==> src/rtl/sh7604_dbus_responder_pkg.sv <==
// Shared SH7604 DBUS definitions: FSM states, byte-lane constants and the per-beat record.
package sh7604_dbus_responder_pkg;

   typedef enum logic [2:0] {
      IDLE,
      WSTATE,
      MEM,
      ACK,
      REL
   } DBUS_STATE_t;

   localparam logic [3:0] BA_NONE = 4'b0000;
   localparam logic [3:0] BA_LONG = 4'b1111;

   typedef struct packed {
      logic [31:0] addr;
      logic [31:0] data;
      logic [3:0]  ba;
      logic        we;
   } beat_t;

   // Longword beats are forced onto a 4-byte boundary; narrower accesses keep the byte address.
   function automatic beat_t make_beat(input logic [31:0] a, input logic [31:0] d,
                                       input logic [3:0] ba, input logic we);
      beat_t b;
      b.addr = (ba == BA_LONG) ? {a[31:2], 2'b00} : a;
      b.data = d;
      b.ba   = ba;
      b.we   = we;
      return b;
   endfunction

endpackage

==> src/rtl/sh7604_dbus_waitgen.sv <==
// Wait-state and memory-timeout counters; both advance only on CE_R.
// wait_done flags the last wait period, tout_done the last permitted MEM period.
module sh7604_dbus_waitgen #(
   parameter int MEM_TIMEOUT = 255
) (
   input  logic       CLK,
   input  logic       RST_N,
   input  logic       ce,
   input  logic       wait_load,
   input  logic [7:0] wait_val,
   input  logic       tout_run,
   output logic       wait_done,
   output logic       tout_done
);

   localparam int TW = (MEM_TIMEOUT < 2) ? 1 : $clog2(MEM_TIMEOUT);

   logic [7:0]    wait_cnt;
   logic [TW-1:0] tout_cnt;

   assign wait_done = (wait_cnt <= 8'd1);
   assign tout_done = (tout_cnt == TW'(MEM_TIMEOUT - 1));

   always_ff @(posedge CLK or negedge RST_N) begin
      if (!RST_N) begin
         wait_cnt <= '0;
         tout_cnt <= '0;
      end else if (ce) begin
         if (wait_load)
            wait_cnt <= wait_val;
         else if (wait_cnt != 8'd0)
            wait_cnt <= wait_cnt - 8'd1;
         // Restarts from zero on every MEM entry because any non-MEM period clears it.
         tout_cnt <= tout_run ? tout_cnt + TW'(1) : '0;
      end
   end

endmodule

==> src/rtl/sh7604_dbus_responder.sv <==
// SH7604 DBUS responder: wait-state insertion, memory forwarding, ACK/error and bus release.
// DBUS_WAIT is combinational from DBUS_REQ; every other output comes from registered state.
module sh7604_dbus_responder
   import sh7604_dbus_responder_pkg::*;
#(
   parameter int WAIT_FIRST  = 2,
   parameter int WAIT_BURST  = 0,
   parameter int MEM_TIMEOUT = 255
) (
   input  logic        CLK,
   input  logic        RST_N,
   input  logic        CE_R,
   input  logic        CE_F,
   input  logic [31:0] DBUS_A,
   input  logic [31:0] DBUS_DO,
   input  logic [3:0]  DBUS_BA,
   input  logic        DBUS_WE,
   input  logic        DBUS_REQ,
   input  logic        DBUS_BURST,
   input  logic        DBUS_LOCK,
   output logic [31:0] DBUS_DI,
   output logic        DBUS_WAIT,
   output logic        BSC_ACK,
   output logic        BUS_ERR,
   output logic [31:0] MEM_A,
   output logic [31:0] MEM_DO,
   output logic [3:0]  MEM_BE,
   output logic        MEM_WE,
   output logic        MEM_REQ,
   input  logic [31:0] MEM_DI,
   input  logic        MEM_RDY,
   input  logic        EXT_BREQ,
   output logic        EXT_BACK
);

   DBUS_STATE_t state;
   beat_t       beat;
   logic [1:0]  beats_left;
   logic [31:0] rd_reg;
   logic [31:0] di_hold;
   logic        lock_flag;
   logic        bus_err;
   logic        wait_load;
   logic [7:0]  wait_val;
   logic        wait_done;
   logic        tout_done;

   always_comb begin
      wait_load = 1'b0;
      wait_val  = 8'(WAIT_FIRST);
      if (CE_R && state == IDLE && DBUS_REQ) begin
         wait_load = 1'b1;
      end else if (CE_R && state == ACK && beats_left != 2'd0) begin
         wait_load = 1'b1;
         wait_val  = 8'(WAIT_BURST);
      end
   end

   sh7604_dbus_waitgen #(.MEM_TIMEOUT(MEM_TIMEOUT)) u_waitgen (
      .CLK       (CLK),
      .RST_N     (RST_N),
      .ce        (CE_R),
      .wait_load (wait_load),
      .wait_val  (wait_val),
      .tout_run  (state == MEM),
      .wait_done (wait_done),
      .tout_done (tout_done)
   );

   always_ff @(posedge CLK or negedge RST_N) begin
      if (!RST_N) begin
         state      <= IDLE;
         beat       <= '{addr: '0, data: '0, ba: BA_NONE, we: 1'b0};
         beats_left <= 2'd0;
         rd_reg     <= '0;
         di_hold    <= '0;
         lock_flag  <= 1'b0;
         bus_err    <= 1'b0;
      end else begin
         if (CE_F)
            di_hold <= rd_reg;
         if (CE_R) begin
            bus_err <= 1'b0;
            case (state)
               IDLE: begin
                  if (!DBUS_LOCK)
                     lock_flag <= 1'b0;
                  // A request beats a same-cycle bus request; a lock dropped now no longer blocks release.
                  if (DBUS_REQ) begin
                     beat       <= make_beat(DBUS_A, DBUS_DO, DBUS_BA, DBUS_WE);
                     beats_left <= DBUS_BURST ? 2'd3 : 2'd0;
                     state      <= (WAIT_FIRST == 0) ? MEM : WSTATE;
                  end else if (EXT_BREQ && !(lock_flag && DBUS_LOCK)) begin
                     state <= REL;
                  end
               end
               WSTATE: if (wait_done) state <= MEM;
               MEM: begin
                  if (MEM_RDY) begin
                     rd_reg <= MEM_DI;
                     state  <= ACK;
                  end else if (tout_done) begin
                     rd_reg  <= '1;
                     bus_err <= 1'b1;
                     state   <= ACK;
                  end
               end
               ACK: begin
                  lock_flag <= DBUS_LOCK;
                  if (beats_left != 2'd0) begin
                     beats_left <= beats_left - 2'd1;
                     beat       <= make_beat(DBUS_A, DBUS_DO, DBUS_BA, beat.we);
                     state      <= (WAIT_BURST == 0) ? MEM : WSTATE;
                  end else begin
                     state <= IDLE;
                  end
               end
               REL: if (!EXT_BREQ) state <= IDLE;
               default: state <= IDLE;
            endcase
         end
      end
   end

   assign DBUS_WAIT = RST_N & DBUS_REQ & (state != ACK);
   assign BSC_ACK   = (state == ACK);
   assign BUS_ERR   = bus_err;
   assign DBUS_DI   = di_hold;
   assign EXT_BACK  = (state == REL);
   assign MEM_REQ   = (state == MEM);
   assign MEM_A     = MEM_REQ ? beat.addr : '0;
   assign MEM_DO    = MEM_REQ ? beat.data : '0;
   assign MEM_BE    = MEM_REQ ? beat.ba   : '0;
   assign MEM_WE    = MEM_REQ & beat.we;

endmodule
==> config.mk <==
export PLATFORM = sky130hd
export DESIGN_NAME = sh7604_dbus_responder
export DESIGN_NICKNAME = d
export VERILOG_FILES = /design/src/rtl/sh7604_dbus_responder_pkg.sv /design/src/rtl/sh7604_dbus_waitgen.sv /design/src/rtl/sh7604_dbus_responder.sv
export SDC_FILE = /design/constraint.sdc
export NUM_CORES = 1
export LEC_CHECK = 0
export ABC_AREA = 1
export BUFFER_PORTS_ARGS = -buffer_cell sky130_fd_sc_hd__buf_2
export CORE_MARGIN = 4
export CORE_UTILIZATION = 46
export CTS_CLUSTER_DIAMETER = 100
export DETAILED_ROUTE_END_ITERATION = 7
export GPL_TIMING_DRIVEN = 0
export PLACE_DENSITY = 0.76
export SKIP_CTS_REPAIR_TIMING = 1
export SLEW_MARGIN = 20
export SYNTH_ARGS = -nofsm -noshare
export SYNTH_HDL_FRONTEND = slang
export SYNTH_SLANG_ARGS = --single-unit
==> constraint.sdc <==
create_clock -name CLK -period 1.45 [get_ports CLK]
set_input_delay 0.0725 -clock CLK [delete_from_list [all_inputs] [get_ports CLK]]
set_output_delay 0.0725 -clock CLK [all_outputs]
set_load 0.03 [all_outputs]
==> flow_summary.toml, run 1 <==
[yosys]
syn_avg_cell_area_um2 = 8.61
synth_compound_area_share_pct = 10.1
ys_ff_latch = 156
synth_fa_ha_area_share_pct = 0.916
yosys_warnings = 0
synth_xor_area_share_pct = 0.128
syn_inst = 793
synth_mux_area_share_pct = 3.30
synthDominantCellAreaShare_pct = 57.2
synth_cell_types = 26
netlist_area_mm2 = 0.00683
yosys-top-cells-area = "dfrtp_1, nand2_1, nor2_1"
seq_area_frac_synth_pct = 57.2
synth_area_leader_cell = "dfrtp_1"
syn_nets = 908
synth_top_family_by_area = "simple AND/OR/NAND/NOR gates"
synthSimpleGateAreaFrac_pct = 19.0

[timing]
finalHoldViolations = 74
clock_skew_ps = 12.2
hold_ws_ps = -388
postLayoutSetupSlackWorst_ps = -370
setup_viol = 183
rsz0062_at_grt = "yes"
slew_headroom_pct = 49.9
period_share_pct = 125
worst_slew_pin_slew_ps = 752
slew_violations = 0
fmaxAchievable_mhz = 550
fin_crit_ps = 1820

[global_route]
grt_pass1_vias = 5922
grt_start_max_net_pins = 83
antenna_found_initial = 1
grt.total_usage_pct = 21.2
overflow = 0
grt_pass1_wl_um = 28500

[placed_design]
dp_hpwl_um = 12700
placed_cell_area_mm2 = 0.00817
place_congestion = 0.818
port_buffers = 214
dp.cells = 1192

[critical_path]
arrival_ps = 2140
crit_buf_inv = 2
cp_max_fo = 10
critPathCaptureType = "flop"
critical_path_class = "flop to flop"
worstPathCellList = "nor2_4, nand4_1, nand2_4, buf_12, buf_8, nand2_1, o21ai_1"
start_kind = "flop"
worst-endpoint-required_ps = 1770
path_delay_family = "simple AND/OR/NAND/NOR gates"
slowest_delay_ps = 500
cpMaxStageDelayCell = "dfrtp_2"

[die]
dieArea_mm2 = 0.0169
die_h_um = 130
die_w_um = 130
coreArea_mm2 = 0.0145
start_util_pct = 47.0
rows = 44
io_pins = 216

[drt]
drt-initial-drc-count = 593
wl_met3_um = 1890
wl_met1_um = 9400
first_pass_iters = 5
drc = 0
routed_wl_um = 26300
highest_layer = "met4"
wl_met2_um = 13900
vias_per_cell = 5.34
postRouteAntennaNets = 0
wl_per_cell_um = 19.3
dr_total_vias = 7288

[layout]
area.sequential_mm2 = 0.00391
fin_area_mm2 = 0.0119
num-fill-cells = 743
multi_input_area_mm2 = 0.00317
drive_gt1_share_pct = 43.4
final_nets = 1282
area_delta_synth_final_pct = 73.8
finalNonFillerCells = 1365
largest_reg_flops = 69

[cts]
clk_transition_reported_paths_ps = 70
cts_tree = "yes"
htreeDepth = 4
cts_made_buffers = 17
ctsLongestPathBuffers = 2
cts_root_buf = "clkbuf_16"
clkSinkCount = 156
clock_latency_ps = 430

[run_status]
status = "finished with violations"
failed_checks = "negative hold slack, negative setup slack"

[job]
cap_violations = 0

[power]
power.leakage_nw = 5.74
ir_worst_vdd_mv = 1.10
power_density_mw_per_mm2 = 1990

[worst_hold_path]
hold_path.class = "input port to async pin"
[worst register-to-register path, cell delays in order (launching register included)]
cell	delay (ps)
dfrtp_2	500
nor2_4	150
nand4_1	260
nand2_4	280
buf_12	190
buf_8	140
nand2_1	50
o21ai_1	140
[placed cells by master (no fill, tap or decap), types with 3 or more instances in the layout]
cell,count
buf_1,3
inv_1,104
bufinv_16,4
nand3_4,6
buf_4,40
nor2_1,75
buf_6,57
dfrtp_1,153
a21oi_2,12
nand2_4,13
nand2_2,34
nand4_1,6
inv_6,5
nand3_1,10
mux2_2,20
nor2_2,11
ha_1,3
nor3_1,8
o21ai_2,26
buf_12,7
dlygate4sd3_1,102
buf_2,142
o21ai_1,59
clkbuf_1,4
a21oi_1,18
nor3_2,9
dfrtp_2,3
o21ai_0,18
nor2_4,41
clkbuf_16,29
clkbuf_4,7
buf_8,16
inv_2,6
nand3_2,6
nand2_1,100
[synthesized netlist by cell type, drive strengths merged]
cell	instances
nand4	6
nand3	20
a21oi	30
o21ai	103
nor3b	1
ha	5
clkinv	1
mux2	20
clkbuf	18
a21boi	2
nor3	19
o31ai	1
and3	1
nor2	127
dfrtp	156
buf	20
inv	114
xor2	1
nand2	148
[area by class of cell]
type / instances / share of cell area (%)
antenna: 1 / 0.0211
clock inverter: 15 / 1.76
tap: 184 / 1.94
sequential: 156 / 32.9
clock buffer: 17 / 3.59
timing repair buffer: 353 / 25.5
inverter: 115 / 3.87
buffer: 38 / 3.64
multi-input combinational: 486 / 26.7
[final timing paths]
path	depth (start not counted)	end	start	slack (ps)
max reg2reg	7	beat[31]$_DFFE_PN0P_	state[1]$_DFFE_PN0P_	-370
min reg2reg	2	rd_reg[31]$_DFFE_PN0P_	rd_reg[31]$_DFFE_PN0P_	490
max	7	beat[31]$_DFFE_PN0P_	state[1]$_DFFE_PN0P_	-370
max in group asynchronous	2	DBUS_DI[27]$_DFFE_PN0P_	RST_N	1030
min	1	beat[24]$_DFFE_PN0P_	RST_N	-390
min in group CLK	5	lock_flag$_DFFE_PN0P_	DBUS_LOCK	0
[report_power, final]
group	total, mW	internal (mW)	switching [mW]
clock	4.89	2.92	1.97
sequential	7.33	6.30	1.03
combinational	11.4	4.43	6.93
[per-layer routing]
| metal | GRT usage, % | vias to the layer above |
|---|---|---|
| met5 | 0 | - |
| met2 | 35.1 | 392 |
| li1 | - | 3249 |
| met1 | 27.8 | 3544 |
| met4 | 6.30 | 0 |
| met3 | 5.36 | 103 |
[logic make-up (layout without fill, tap and decap cells)]
group / Yosys count / count (layout)
buffers and inverters: 153 / 538
XOR/XNOR: 1 / 1
AO/OA/AOI/OAI: 136 / 136
AND/OR/NAND/NOR: 322 / 324
flip-flops: 156 / 156
adder cells (fa/ha/maj): 5 / 5
other: 0 / 1
multiplexers: 20 / 20
[through the flow]
stage | setup TNS (ps) | total power [mW] | utilization, % | setup WS, ps | hold WS, ps
2_1_floorplan | -120 | 12.2 | - | -17.2 | -223
3_3_place_gp | -377560 | 14.1 | 56.0 | -2070 | 279
3_5_place_dp | -57970 | 14.4 | 56.2 | -509 | 87.0
4_1_cts | -92210 | 19.3 | 60.6 | -733 | -366
5_1_grt | -53550 | 24.6 | 81.6 | -420 | -350
6_report | -43150 | 23.6 | 81.6 | -370 | -388
Note: power is estimated with default switching activity, not from simulation.
==> inputs of run 2 (changes only) <==
Settings changed: GPL_ROUTABILITY_DRIVEN from default to 1, GPL_TIMING_DRIVEN 0 to default.
==> run 2 against run 1 <==
  * Highest routed layer unchanged
  * Clock power down 7.4%
  * Count of clock-buffer cells in the layout up 2
  * Clock skew up 2.7 ps
  * Critical path depth down 1
  * The flow still finishes with violations (negative hold slack, negative setup slack)
==> flow_summary.toml, run 2 (synthesized netlist as in run 1, its figures left out) <==
[run_status]
status = "finished with violations"
failed_checks = "negative hold slack, negative setup slack"

[cts]
clock_latency_ps = 430
htreeDepth = 4
clkSinkCount = 156
cts_tree = "yes"
ctsLongestPathBuffers = 2
cts_made_buffers = 17
cts_root_buf = "clkbuf_16"
clk_transition_reported_paths_ps = 60

[timing]
postLayoutSetupSlackWorst_ps = -442
period_share_pct = 130
setup_viol = 183
hold_ws_ps = -13.9
fin_crit_ps = 1890
worst_slew_pin_slew_ps = 555
fmaxAchievable_mhz = 529
slew_violations = 0
finalHoldViolations = 1
rsz0062_at_grt = "yes"
clock_skew_ps = 14.8
slew_headroom_pct = 63.0

[drt]
wl_per_cell_um = 21.1
drc = 0
routed_wl_um = 29300
postRouteAntennaNets = 0
first_pass_iters = 5
dr_total_vias = 7643
drt-initial-drc-count = 610
vias_per_cell = 5.51

[layout]
drive_gt1_share_pct = 42.4
mostFrequentLayoutCells = "dfrtp_1, buf_2, nand2_1, inv_1, dlygate4sd3_1"
largest_reg_flops = 69
finalNonFillerCells = 1386
final_util_pct = 82.3
final_nets = 1303
final_common_cell = "dfrtp_1"
area_delta_synth_final_pct = 75.2

[critical_path]
cp.depth = 6
crit_path_start = "state[1]$_DFFE_PN0P_"
start_kind = "flop"
path_delay_family = "buffers and inverters"
critPathCaptureType = "output port"
r2r-start = "state[0]$_DFFE_PN0P_"
rr_endpoint = "beat[4]$_DFFE_PN0P_"
worst-endpoint-required_ps = 1380
slowest_delay_ps = 420
cpMaxStageDelayCell = "dfrtp_1"
worst-r2r-setup-slack_ps = -260
ff2ff_path_depth = 9
worstPathCellList = "buf_6, nand3_4, buf_12, clkbuf_16, nor2_1, buf_4"
cp_max_fo = 12
crit_buf_inv = 4
arrival_ps = 1820
critical_path_class = "flop to output port"
crit_end = "MEM_DO[12]"

[power]
power_density_mw_per_mm2 = 1980
switching_share_pct = 42.5
power.leakage_nw = 5.80
clkPwrFrac_pct = 19.2
combPwrFrac_pct = 49.6
internal-power_mw = 13.6
p_sw_mw = 10.0
seqPwrFrac_pct = 31.2
ir_worst_vdd_mv = 1.14

[worst_hold_path]
hold_path.class = "input port to flop"

[die]
rows = 44
coreArea_mm2 = 0.0145
die_h_um = 130
io_pins = 216
dieArea_mm2 = 0.0169
start_util_pct = 47.0
die_w_um = 130

[global_route]
grt_pass1_wl_um = 25900
grt_start_max_net_pins = 105
grt.total_usage_pct = 19.3
overflow = 0
grt_pass1_vias = 5548
antenna_found_initial = 1

[placed_design]
dp_hpwl_um = 11700
dp.cells = 1193
place_congestion = 0.858
port_buffers = 215

[job]
cap_violations = 0
==> run 2: cell count changes in the layout (fill, tap and decap cells not counted), sizes merged <==
cell,before,now
buf,266,283
nand2,148,152
clkbuf,40,43
clkinv,6,3
bufinv,4,2
clkinvlp,2,4
nand3,22,20
dlygate4sd3,102,103
inv,118,119
==> run 2: area by class of cell <==
type / instances / area (um2)
diodes: 1 / 2.50
clock buffers: 19 / 443
clock inverters: 13 / 154
fillers: 686 / 2570
inverters: 115 / 439
multi-input cells: 488 / 3070
flip-flops and latches: 156 / 3900
well taps: 184 / 230
repair buffers: 410 / 3720
==> run 2: stage by stage <==
step           hold WS (ps)  instance area, um2  worst slack [ps]  total power [mW]  TNS [ps]
2_1_floorplan          -223                6840             -17.2              12.2      -120
3_3_place_gp           -103                8310              25.7              14.4         0
3_5_place_dp           -104                8310             -73.9              14.7      -287
4_1_cts                -556                8910              -396              19.2    -24870
5_1_grt                19.7               12000              -510              24.6    -42880
6_report              -13.9               12000              -442              23.6    -31630
==> run 2: worst min path at each step <==
stage,slack (ps),cells after the start,startpoint,to
after global placement,-100,1,RST_N,beat[29]$_DFFE_PN0P_
after global routing,20,5,DBUS_LOCK,lock_flag$_DFFE_PN0P_
after CTS,-560,1,RST_N,u_waitgen.wait_cnt[6]$_DFFE_PN0P_
after detailed placement,-100,1,RST_N,beat[29]$_DFFE_PN0P_
final,-10,5,DBUS_LOCK,lock_flag$_DFFE_PN0P_
after floorplan,-220,0,RST_N,BUS_ERR$_DFFE_PN0P_
==> run 2: tightest hold or removal path: cells and delay by family <==
kind / cells / cell delay, ps
AOI/OAI and AO/OA: 1 / 70
buffers and inverters: 2 / 140
and+or+nand+nor: 2 / 90
==> run 2: power groups by stage <==
| stage | sequential (mW) | clock, mW | combinational, mW |
|---|---|---|---|
| final | 7.38 | 4.53 | 11.7 |
| after global placement | 7.02 | 0 | 7.34 |
| after CTS | 7.08 | 4.55 | 7.55 |
| after floorplan | 7.81 | 0 | 4.35 |
| after detailed placement | 7.14 | 0 | 7.52 |
| after global routing | 7.51 | 4.74 | 12.4 |
==> run 2: per-layer routing <==
layer	wire length, um	vias to the layer above	global-route usage, %
met5	0	-	0
met4	1900	0	6.78
met3	2160	151	4.54
met2	15300	478	32.6
met1	9900	3720	24.6
li1	-	3294	-
